## src/rtl/ins_fetch_responder_if.sv

```systemverilog
// rtl/ins_fetch_responder_if.sv - fetch handshake and shared RAM port bundle
//
// Purpose: groups the instruction-fetch request/done handshake with the
// byte-wide RAM port (arbiter req/grant, address, read data, write enable).
//
// Signals:
//   request_ins_from_memory_adaptor            icache -> responder, level request
//   insaddr_to_be_fetched_from_memory_adaptor  icache -> responder, byte address
//   ins_fetched_from_memory_adaptor            responder -> icache, {b3,b2,b1,b0}
//   insfetch_task_done                         responder -> icache, one-cycle pulse
//   bus_req                                    responder -> arbiter
//   bus_grant                                  arbiter -> responder
//   mem_din                                    RAM -> responder, valid cycle after mem_a
//   mem_a                                      responder -> RAM, byte address
//   mem_wr                                     responder -> RAM, always 0
//
// Modports:
//   slave  - the responder (memory side)
//   master - the icache / arbiter / RAM side
interface ins_fetch_responder_if #(
  parameter int ADDR_WIDTH = 32
);
  logic                  request_ins_from_memory_adaptor;
  logic [ADDR_WIDTH-1:0] insaddr_to_be_fetched_from_memory_adaptor;
  logic [31:0]           ins_fetched_from_memory_adaptor;
  logic                  insfetch_task_done;
  logic                  bus_req;
  logic                  bus_grant;
  logic [7:0]            mem_din;
  logic [ADDR_WIDTH-1:0] mem_a;
  logic                  mem_wr;

  modport slave (
    input  request_ins_from_memory_adaptor,
    input  insaddr_to_be_fetched_from_memory_adaptor,
    output ins_fetched_from_memory_adaptor,
    output insfetch_task_done,
    output bus_req,
    input  bus_grant,
    input  mem_din,
    output mem_a,
    output mem_wr
  );

  modport master (
    output request_ins_from_memory_adaptor,
    output insaddr_to_be_fetched_from_memory_adaptor,
    input  ins_fetched_from_memory_adaptor,
    input  insfetch_task_done,
    input  bus_req,
    output bus_grant,
    output mem_din,
    input  mem_a,
    input  mem_wr
  );
endinterface

```

## src/rtl/ins_fetch_responder.sv

```systemverilog
// rtl/ins_fetch_responder.sv - memory-side responder for instruction fetches
//
// Purpose: accepts a fetch address from the icache, reads four consecutive
// bytes from the shared byte-wide synchronous RAM (through a req/grant
// arbiter), assembles them little-endian and returns the word with a
// one-cycle done pulse.
//
// Ports:
//   clk_in         system clock
//   rst_in         asynchronous, active-low reset
//   rdy_in         global ready; low pauses the block
//   flush_pipline  abort any in-flight fetch
//   bus            ins_fetch_responder_if.slave: fetch handshake + RAM port
module ins_fetch_responder #(
  parameter int ADDR_WIDTH  = 32,
  parameter int FETCH_BYTES = 4
) (
  input  logic                 clk_in,
  input  logic                 rst_in,
  input  logic                 rdy_in,
  input  logic                 flush_pipline,
  ins_fetch_responder_if.slave bus
);

  localparam logic [2:0] NUM_BYTES = 3'(FETCH_BYTES);
  localparam logic [2:0] LAST_BYTE = 3'(FETCH_BYTES - 1);

  typedef enum logic [1:0] {
    ST_IDLE,
    ST_FETCH,
    ST_DONE
  } state_t;

  state_t                state_q, state_d;
  logic [ADDR_WIDTH-1:0] base_q, base_d;
  // issue_q: next byte index to present; capt_q: bytes already captured.
  logic [2:0]            issue_q, issue_d;
  logic [2:0]            capt_q, capt_d;
  // pending_q: the address presented last cycle was accepted by the RAM,
  // so its byte is on mem_din this cycle.
  logic                  pending_q, pending_d;
  logic [23:0]           low_q, low_d;
  logic [31:0]           word_q, word_d;

  logic                  stall;
  logic [1:0]            byte_sel;
  logic                  bus_req_c;
  logic                  done_c;
  logic [ADDR_WIDTH-1:0] mem_a_c;

  always_comb begin
    state_d   = state_q;
    base_d    = base_q;
    issue_d   = issue_q;
    capt_d    = capt_q;
    pending_d = pending_q;
    low_d     = low_q;
    word_d    = word_q;
    bus_req_c = 1'b0;
    done_c    = 1'b0;
    mem_a_c   = '0;

    stall = !rdy_in || !bus.bus_grant;
    // Once all four addresses are issued, keep pointing at the last byte
    // rather than running past the fetch window.
    byte_sel = (issue_q > LAST_BYTE) ? 2'd3 : issue_q[1:0];

    case (state_q)
      ST_IDLE: begin
        // Gated by rst_in so the arbiter sees no request while in reset.
        bus_req_c = rst_in && bus.request_ins_from_memory_adaptor && !flush_pipline;
        if (rdy_in && bus.request_ins_from_memory_adaptor &&
            bus.bus_grant && !flush_pipline) begin
          state_d   = ST_FETCH;
          base_d    = bus.insaddr_to_be_fetched_from_memory_adaptor;
          issue_d   = 3'd0;
          capt_d    = 3'd0;
          pending_d = 1'b0;
        end
      end

      ST_FETCH: begin
        bus_req_c = 1'b1;
        mem_a_c   = base_q + ADDR_WIDTH'(byte_sel);
        if (stall) begin
          // The byte in flight is discarded; rewinding the issue pointer
          // re-presents the oldest byte still missing.
          issue_d   = capt_q;
          pending_d = 1'b0;
        end else begin
          if (pending_q) begin
            if (capt_q == LAST_BYTE) begin
              word_d  = {bus.mem_din, low_q};
              state_d = ST_DONE;
            end else begin
              low_d[{capt_q[1:0], 3'b000} +: 8] = bus.mem_din;
            end
            capt_d = capt_q + 3'd1;
          end
          if (issue_q < NUM_BYTES) begin
            issue_d   = issue_q + 3'd1;
            pending_d = 1'b1;
          end else begin
            pending_d = 1'b0;
          end
        end
      end

      ST_DONE: begin
        done_c = 1'b1;
        if (rdy_in) begin
          state_d = ST_IDLE;
        end
      end

      default: begin
        state_d = ST_IDLE;
      end
    endcase

    // Flush overrides everything, but only on an edge where the block runs.
    if (rdy_in && flush_pipline) begin
      state_d   = ST_IDLE;
      issue_d   = 3'd0;
      capt_d    = 3'd0;
      pending_d = 1'b0;
    end
  end

  always_ff @(posedge clk_in or negedge rst_in) begin
    if (!rst_in) begin
      state_q   <= ST_IDLE;
      base_q    <= '0;
      issue_q   <= 3'd0;
      capt_q    <= 3'd0;
      pending_q <= 1'b0;
      low_q     <= '0;
      word_q    <= '0;
    end else begin
      state_q   <= state_d;
      base_q    <= base_d;
      issue_q   <= issue_d;
      capt_q    <= capt_d;
      pending_q <= pending_d;
      low_q     <= low_d;
      word_q    <= word_d;
    end
  end

  assign bus.ins_fetched_from_memory_adaptor = word_q;
  assign bus.insfetch_task_done              = done_c;
  assign bus.bus_req                         = bus_req_c;
  assign bus.mem_a                           = mem_a_c;
  assign bus.mem_wr                          = 1'b0;

endmodule

```

## src/flat_wrapper.sv

```systemverilog
// flat-port wrapper written by rule: the top's interface ports become plain ports
module ins_fetch_responder_flat 
#(
  parameter int ADDR_WIDTH  = 32,
  parameter int FETCH_BYTES = 4
)
  (clk_in, rst_in, rdy_in, flush_pipline, bus_request_ins_from_memory_adaptor, bus_insaddr_to_be_fetched_from_memory_adaptor, bus_ins_fetched_from_memory_adaptor, bus_insfetch_task_done, bus_bus_req, bus_bus_grant, bus_mem_din, bus_mem_a, bus_mem_wr);
  ins_fetch_responder_if #(.ADDR_WIDTH(ADDR_WIDTH)) bus_i ();
  input  logic clk_in;
  input  logic rst_in;
  input  logic rdy_in;
  input  logic flush_pipline;
  input wire logic [$bits(bus_i.request_ins_from_memory_adaptor)-1:0] bus_request_ins_from_memory_adaptor;
  input wire logic [$bits(bus_i.insaddr_to_be_fetched_from_memory_adaptor)-1:0] bus_insaddr_to_be_fetched_from_memory_adaptor;
  output wire logic [$bits(bus_i.ins_fetched_from_memory_adaptor)-1:0] bus_ins_fetched_from_memory_adaptor;
  output wire logic [$bits(bus_i.insfetch_task_done)-1:0] bus_insfetch_task_done;
  output wire logic [$bits(bus_i.bus_req)-1:0] bus_bus_req;
  input wire logic [$bits(bus_i.bus_grant)-1:0] bus_bus_grant;
  input wire logic [$bits(bus_i.mem_din)-1:0] bus_mem_din;
  output wire logic [$bits(bus_i.mem_a)-1:0] bus_mem_a;
  output wire logic [$bits(bus_i.mem_wr)-1:0] bus_mem_wr;
  assign bus_i.request_ins_from_memory_adaptor = bus_request_ins_from_memory_adaptor;
  assign bus_i.insaddr_to_be_fetched_from_memory_adaptor = bus_insaddr_to_be_fetched_from_memory_adaptor;
  assign bus_ins_fetched_from_memory_adaptor = bus_i.ins_fetched_from_memory_adaptor;
  assign bus_insfetch_task_done = bus_i.insfetch_task_done;
  assign bus_bus_req = bus_i.bus_req;
  assign bus_i.bus_grant = bus_bus_grant;
  assign bus_i.mem_din = bus_mem_din;
  assign bus_mem_a = bus_i.mem_a;
  assign bus_mem_wr = bus_i.mem_wr;
  ins_fetch_responder #(.ADDR_WIDTH(ADDR_WIDTH), .FETCH_BYTES(FETCH_BYTES)) u_core (.clk_in(clk_in), .rst_in(rst_in), .rdy_in(rdy_in), .flush_pipline(flush_pipline), .bus(bus_i));
endmodule
```

## config.mk

```make
export PLATFORM = sky130hd
export DESIGN_NAME = ins_fetch_responder_flat
export DESIGN_NICKNAME = d
export VERILOG_FILES = /design/src/rtl/ins_fetch_responder_if.sv /design/src/rtl/ins_fetch_responder.sv /design/src/flat_wrapper.sv
export SDC_FILE = /design/constraint.sdc
export NUM_CORES = 1
export LEC_CHECK = 0
export CORE_MARGIN = 3
export CORE_UTILIZATION = 35
export CTS_CLUSTER_SIZE = 24
export DETAILED_ROUTE_END_ITERATION = 7
export PLACE_DENSITY_LB_ADDON = 0.2
export RECOVER_POWER = 100
export SLEW_MARGIN = 10
export SYNTH_ARGS = -nofsm -noshare
export SYNTH_HDL_FRONTEND = slang
export SYNTH_SLANG_ARGS = --single-unit
```

## constraint.sdc

```tcl
create_clock -name clk_in -period 4.2 [get_ports clk_in]
set_input_delay 0.84 -clock clk_in [delete_from_list [all_inputs] [get_ports clk_in]]
set_output_delay 0.84 -clock clk_in [all_outputs]
set_load 0.02 [all_outputs]
```

# Yosys cells after proc, flatten, opt, wreduce, memory -nomap -nowiden

Index checks and enable logic that the tools add are counted.

Logic and storage cells: 71
Register bits after elaboration: 97
Input bits: 46

Eq/ne operators: 9
Reductions and logical operators: 19
Add/subtract/negate cells: 4
Shift operators: 2
Bitwise gates (word level): 2
Order comparisons: 2
Muxes and demuxes: 26

Operator list:

| cell                                                  | count |
|---|---|
| adder 32 x 2 -> 32 bit                                | 1 |
| two-way mux 32 bit                                    | 1 |
| bitwise mux 24 bit                                    | 1 |
| variable shift 8 x 7 -> 24 bit, first input constant  | 1 |
| indexed part select 8 x 7 -> 24 bit                   | 1 |
| two-way mux 3 bit                                     | 7 |
| two-way mux 2 bit                                     | 7 |
| one-hot mux 3 bit (2 select lines)                    | 2 |
| AND reduction 4 bit                                   | 3 |
| inequality test 3 x 1 -> 1 bit, second input constant | 3 |
| negation 5 -> 7 bit                                   | 1 |
| adder 3 x 1 -> 3 bit, second input constant           | 2 |
| logical AND 1 bit                                     | 6 |
| one-hot mux 2 bit (3 select lines)                    | 1 |
| two-way mux 1 bit                                     | 5 |
| AND reduction 5 bit                                   | 1 |
| inequality test 4 x 1 -> 1 bit, second input constant | 1 |
| one-hot mux 1 bit (2 select lines)                    | 2 |
| AND reduction 2 bit                                   | 2 |
| == test 3 x 2 -> 1 bit, second input constant         | 1 |
| > comparator 3 x 2 -> 1 bit, second input constant    | 1 |
| zero test 1 bit                                       | 3 |
| < comparator 3 bit, second input constant             | 1 |
| inequality test 3 x 2 -> 1 bit, second input constant | 1 |
| 8 further kinds                                       | 9 |

# Logic depth before layout (Yosys ltp)

Gate-level depths: netlist (run 1).

Depth in word-level cells: 6
Gate-level depth with buffers: 10
Mapped depth without buffers: 9

# Worst setup path before layout (run 1)

OpenSTA, ideal clock, no wires.

Path type: register to output
From: reg u_core.issue_q[0]
To: out bus_mem_a[28]
Setup slack: 0.327 ns
Arrival time: 3.033 ns
Path buffers: 1
Cell stages (with the launch flop): 11
Path through: dfrtp_1 -> ha_1 -> ha_1 -> o21ai_0 -> inv_1 -> fa_1 -> nand4b_4 -> or3_1 -> buf_2 -> or4_1 -> a21oi_1

Longest elaborated chain between the ends: 4

RTL lines:

| element                     | line                       | source |
|---|---|---|
| start: declaration          | ins_fetch_responder.sv:37  | `logic [2:0] issue_q, issue_d;` |
| start signal: assignment    | ins_fetch_responder.sv:142 | `issue_q <= issue_d;` |
| > comparator 3 x 2 -> 1 bit | ins_fetch_responder.sv:66  | `byte_sel = (issue_q > LAST_BYTE) ? 2'd3 : issue_q[1:0];` |
| two-way mux 2 bit (*)       | ins_fetch_responder.sv:66  |  |
| adder 32 x 2 -> 32 bit (*)  | ins_fetch_responder.sv:84  | `mem_a_c = base_q + ADDR_WIDTH'(byte_sel);` |
| two-way mux 32 bit (*)      | ins_fetch_responder.sv:68  | `case (state_q)` |
| end: declaration            | flat_wrapper.sv:20         | `output wire logic [$bits(bus_i.mem_a)-1:0] bus_mem_a;` |

Every way passes the cells marked *; elsewhere a longest branch is shown, timed or not.

# Worst setup path in the final report (run 1)

From: reg u_core.issue_q[0]
To: out bus_mem_a[18]

Same word-level chain as after synthesis.

==> results of run 1 <==
-- state kept, by name, indices dropped and copies added, names as in the netlist --
signal	cells
u_core.bus.ins_fetched_from_memory_adaptor	32
u_core.issue_q	3
u_core.state_q	2
u_core.capt_q	3
u_core.low_q	24
u_core.pending_q	1
u_core.base_q	32
-- per-stage QoR --
| step | utilization, % | TNS, ns | total power [mW] | cells | area, um^2 |
|---|---|---|---|---|---|
| final | 48.5 | 0 | 2.46 | 738 | 6570 |
| after detailed placement | 46.5 | -0.703 | 1.68 | 723 | 6310 |
| after global routing | 48.5 | -0.00475 | 2.59 | 738 | 6570 |
| after CTS | 48.6 | 0 | 2.49 | 738 | 6590 |
| after floorplan | - | 0 | 1.43 | 444 | 4950 |
| after global placement | 46.5 | -0.159 | 1.67 | 723 | 6310 |
-- how the worst min path moves through the flow --
stage                                 from          endpoint  cells after the start  slack, ns
final                      u_core.low_q[6]   u_core.low_q[6]                      1       0.48
after global routing      u_core.low_q[16]  u_core.low_q[16]                      1       0.50
after CTS                 u_core.low_q[16]  u_core.low_q[16]                      1       0.48
after detailed placement  u_core.low_q[16]  u_core.low_q[16]                      1       0.46
after global placement    u_core.low_q[16]  u_core.low_q[16]                      1       0.46
after floorplan            u_core.low_q[0]   u_core.low_q[0]                      1       0.44
-- kinds of logic (layout without fill, tap and decap cells) --
group | Yosys count | in the layout
fa+ha+maj | 11 | 11
buf+inv | 42 | 160
flops | 97 | 97
mux | 73 | 73
xor+xnor | 9 | 9
compound gates | 69 | 69
other cells | 1 | 1
simple gates | 142 | 142
-- cell type report --
type,count,area (um^2)
sequential,97,2430
multi-input combinational,305,2410
timing repair buffer,128,1170
clock buffer,11,233
fill,1279,6980
inverter,17,63.8
tap,176,220
clock inverter,4,55.1
-- routing by layer --
metal  vias up  GRT usage [%]  part of all wire [%]
li1       1854              -                     -
met1      1909           22.1                    48
met2        87           23.8                    46
met3        22           2.73                   3.6
met4         0           7.27                   2.4
met5         -              0                     0
-- critical path, cell delays in order (launching register included) --
cell	delay, ns
dfrtp_1	0.38
ha_1	0.20
ha_1	0.19
o21ai_2	0.13
inv_1	0.08
fa_2	0.36
nand4b_4	0.20
or4_4	0.57
or3_1	0.32
a21oi_1	0.15
clkdlybuf4s15_2	0.27
-- cells in the mapped netlist (all sizes together), types with 3 or more instances --
master,instances,area (um^2)
a21bo,24,240
nand3,13,65.1
ha,10,125
o22ai,4,25.0
nand2,26,97.6
mux2i,8,80.1
nor3,7,40.0
a21oi,16,80.1
nor2,16,60.1
mux2,65,732
clkbuf,16,60.1
or4,7,52.6
and2,3,18.8
o21ai,8,40.0
or3,6,37.5
inv,17,63.8
nand2b,8,50.1
dfrtp,97,2430
o31ai,8,60.1
nor4,8,50.1
nor2b,4,25.0
buf,9,43.8
xnor2,7,61.3
and3,6,37.5
nand4,31,194
-- power by group --
part	internal, mW	total [mW]	switching, mW	leakage [nW]
Clock	0.461	0.811	0.350	0.136
Combinational	0.242	0.490	0.249	1.72
Sequential	1.04	1.16	0.122	1.29
Total	1.74	2.46	0.720	3.15
-- timing repair --
item                       CTS  global route
pin swaps                    0             2
hold endpoints to repair     0             0
gates resized for setup     28            22
setup buffers                0             0
setup endpoints to repair   14            21
==> results.cfg, run 1 <==
[clocking]
clockBufferDepth = 2
clk_pin_slew_ns = 0.07
clock_latency_ns = 0.34
postCtsHoldBufs = 0
cts_htree_levels = 3
cts_buffers = 9
cts_tree = yes
clock-root-buffer = clkbuf_16
clock-sinks = 97

[finish]
layout_commonest_cell = dfrtp_1
areaGrowthSynthToFinish_pct = 32.7
diodes = 0
drive_gt1_share_pct = 9.25
layout.nets = 615
mostFrequentLayoutCells = dfrtp_1 (97), mux2_1 (61), clkdlybuf4s50_1 (52)

[synth]
yosys.area_share.simple_pct = 16.2
synthMuxAreaShare_pct = 16.4
synth_area_um2 = 4950
synth.avg_cell_area_um2 = 11.2
syn_nets = 501
synth_edf_count = 0
yosys_warnings = 0
synth_xor_area_share_pct = 1.59
synth.distinct_cells = 45
ys_seq_area_share_pct = 49.0
ys_async_sr_fraction_pct = 100
synth_flop_cell = dfrtp_1
synthAdderAreaFrac_pct = 2.93
synth-seq-cells = 97
synth_top_family_by_area = multiplexers
syn-instance-count = 444
synth_compound_area_share_pct = 10.5

[global_routing]
track_usage_pct = 15.7
grt_pass1_wl_um = 19900
antenna_found_initial = 0
grt_pass1_vias = 3842
grt_max_degree = 52
overflow = 0

[floorplanning]
die_h_um = 125
dieArea_um2 = 15600
ios = 113
core.rowCount = 42
chipWidth_um = 125
start_util_pct = 36.5
coreArea_um2 = 13600

[detailed_routing]
postRouteAntennaNets = 0
drc = 0
wirelength_um = 12000
vias_per_cell = 5.25
drt-pass1-iter-count = 4
avgRoutedWirePerCell_um = 16.3
drt_iter0_markers = 245
routed-via-count = 3872

[worst_setup_path]
worst_setup_path_end_kind = primary output
r2r_start = u_core.capt_q[0]
cp-startpoint = u_core.issue_q[0]
crit_end = bus_mem_a[18]
crit_type = flip-flop to primary output
worst-r2r-cell-count = 6
worstPathRequired_ns = 3.36
cp_max_fo = 6
worst_ep_arrival_time_ns = 3.20
worst-r2r-setup-slack_ns = 1.48
critPathLaunchType = flip-flop
r2r_end = u_core.low_q[19]

[sta]
final.min_clock_period_ns = 4.04
whs_ns = 0.477
max_freq_mhz = 247
period_share_pct = 96.2
finalHoldViolCount = 0
slew_viol_final = 81
finClkSkew_ns = 0.00565
worst_slack_ns = 0.159
slew_headroom_pct = -67.3
final-setup-viol-count = 0
worst_pin_slew_ns = 2.51
rsz0062_at_grt = yes

[power]
leakagePower_nw = 3.15
power-per-cell-area_nw_per_um2 = 374
ir_drop_uv = 235

[worst_hold_path]
hp-class = flip-flop to flip-flop

[placed_design]
dp_slack_ns = -0.182
dp_hpwl_um = 8850
numPortBuffers = 111
gp_congestion = 0.810

[outcome]
violations = capacitance limit, slew limit
status = finished, violations left

[flow_run]
cap_violations = 2
(Power assumes the default switching activity.)
==> run 2, diff against run 1 <==
--- a/config.mk
+++ b/config.mk
@@ -5,7 +5,7 @@
 export SDC_FILE = /design/constraint.sdc
 export NUM_CORES = 1
 export LEC_CHECK = 0
-export CORE_MARGIN = 3
+export CAP_MARGIN = 20
 export CORE_UTILIZATION = 35
 export CTS_CLUSTER_SIZE = 24
 export DETAILED_ROUTE_END_ITERATION = 7
==> run 2 against run 1 <==
  * Fmax about the same
  * Clock power increased by 9.7%
  * Register-to-register slack improved by 0.05 ns
  * Setup slack improved by 0.0015 ns
  * Die area decreased by 6.3%
  * Combinational power decreased by 2%
  * The run still ends with capacitance limit, slew limit left
  * Critical endpoint is now bus_mem_a[24]
  * Largest cell class unchanged
  * Sequential power about the same
==> results.cfg, run 2 (synthesis gave the netlist of run 1 again) <==
[clocking]
cts_buffers = 9
cts_htree_levels = 3
clock-sinks = 97
clock-root-buffer = clkbuf_16
clk_pin_slew_ns = 0.07
postCtsSetupBuffers = 0
clock_latency_ns = 0.35
clockBufferDepth = 2
cts_tree = yes

[worst_setup_path]
max_stage_delay_ns = 0.51
r2r_end = u_core.low_q[23]
worstPathRequired_ns = 3.36
slowest_stage = or4_1
worst_ep_arrival_time_ns = 3.20
r2r_start = u_core.capt_q[0]
worst-r2r-cell-count = 6
crit_type = flip-flop to primary output
cp-startpoint = u_core.issue_q[0]
critPathLaunchType = flip-flop
crit_top_cell = ha_1
cp_max_fo = 5
path_cells = ha_1, ha_1, o21ai_2, inv_1, fa_2, nand4b_4, or3_4, or4_1, a21oi_1, buf_4
worst-r2r-setup-slack_ns = 1.53
worst_setup_path_end_kind = primary output

[floorplanning]
chipWidth_um = 121
dieArea_um2 = 14600
coreArea_um2 = 13800
ios = 113
die_h_um = 121
core.rowCount = 43
start_util_pct = 35.8

[outcome]
status = finished, violations left
violations = capacitance limit, slew limit

[global_routing]
grt_pass1_vias = 3685
track_usage_pct = 16.8
grt_max_degree = 53
grtUsageMet1_pct = 23.5
grt_pass1_wl_um = 19100
overflow = 0
use_met3_pct = 2.07
top_usage_layer = met2
met2_usage_pct = 26.5
antenna_found_initial = 0

[placed_design]
gp_congestion = 0.810
numPortBuffers = 111
dpl_cell_area_um2 = 6310
dp_hpwl_um = 8620

[finish]
layout.nets = 614
layout_commonest_cell = dfrtp_1
final_area_um2 = 6580
postLayoutCoreUtil_pct = 47.6
diodes = 0
areaGrowthSynthToFinish_pct = 32.8
fillers = 1295
mostFrequentLayoutCells = dfrtp_1 (97), mux2_1 (61), dlygate4sd3_1 (54)
multiInputGateArea_um2 = 2400
drive_gt1_share_pct = 8.90
seq_area_um2 = 2430

[detailed_routing]
drt-pass1-iter-count = 5
drt_iter0_markers = 166
postRouteAntennaNets = 0
wirelength_um = 11800
routed-via-count = 3861
drc = 0
vias_per_cell = 5.20
avgRoutedWirePerCell_um = 15.9

[power]
ir_drop_uv = 175
power-per-cell-area_nw_per_um2 = 384
leakagePower_nw = 3.18

[sta]
fin_tns_setup_ns = 0
finalHoldViolCount = 0
period_share_pct = 96.2
rsz0062_at_grt = no
final.min_clock_period_ns = 4.04
final-setup-viol-count = 0
max_freq_mhz = 248
worst_pin_slew_ns = 2.48
slew_headroom_pct = -65.0
slew_viol_final = 81
finClkSkew_ns = 0.00634

[worst_hold_path]
hp-class = flip-flop to flip-flop
min_to = u_core.bus.ins_fetched_from_memory_adaptor[5]
min_path_cells = 1
min-delay-start = u_core.bus.ins_fetched_from_memory_adaptor[5]

[flow_run]
cap_violations = 2
-- run 2: area by class of cell --
type / count / share of cell area (%)
clock buffer: 11 / 3.54
tap: 180 / 3.42
multi-input combinational: 305 / 36.5
timing repair buffer: 127 / 17.4
sequential: 97 / 36.9
inverter: 17 / 0.970
clock inverter: 5 / 1.33
-- run 2: metrics by stage --
stage,setup WS [ns],hold WS [ns],power [mW],std cells
floorplan,0.327,0.444,1.43,444
global placement,-0.0876,0.460,1.66,726
finish,0.161,0.478,2.53,742
global route,0.0300,0.494,2.66,742
CTS,0.00550,0.487,2.57,742
detailed placement,-0.131,0.472,1.68,726
-- run 2: how the worst max path moves through the flow --
| stage | to | slack, ns | depth (start not counted) |
|---|---|---|---|
| final | bus_mem_a[24] | 0.16 | 10 |
| after global routing | u_core.base_q[16] | 0.03 | 3 |
| after CTS | bus_mem_a[15] | 0.006 | 11 |
| after detailed placement | bus_mem_a[24] | -0.13 | 10 |
| after global placement | bus_mem_a[24] | -0.09 | 10 |
| after floorplan | bus_mem_a[28] | 0.33 | 10 |
-- run 2: worst max-delay path: cells and delay by family, from the launching register on --
family | cells | cell delay, ns
AOI/OAI and AO/OA | 2 | 0.33
adders and majority gates | 3 | 0.74
buffers and inverters | 2 | 0.24
DFF | 1 | 0.38
and+or+nand+nor | 3 | 1.17
-- run 2: power breakdown --
part | total [mW] | internal [mW] | switching, mW
combinational | 0.481 | 0.235 | 0.246
clock | 0.890 | 0.529 | 0.361
sequential | 1.15 | 1.03 | 0.120
-- run 2: layer usage --
layer / vias up / share of wire [%]
met3: 11 / 3.7
met4: 0 / 1.4
met2: 86 / 48
met1: 1911 / 47
li1: 1853 / -
met5: - / 0
-- run 2: repair_timing --
| action | in CTS | in global routing |
|---|---|---|
| hold buffers | 0 | 0 |
| gates resized for setup | 27 | 24 |
| hold endpoints to repair | 0 | 0 |
| endpoints found under the setup margin | 11 | 21 |
| pin swaps | 0 | 0 |
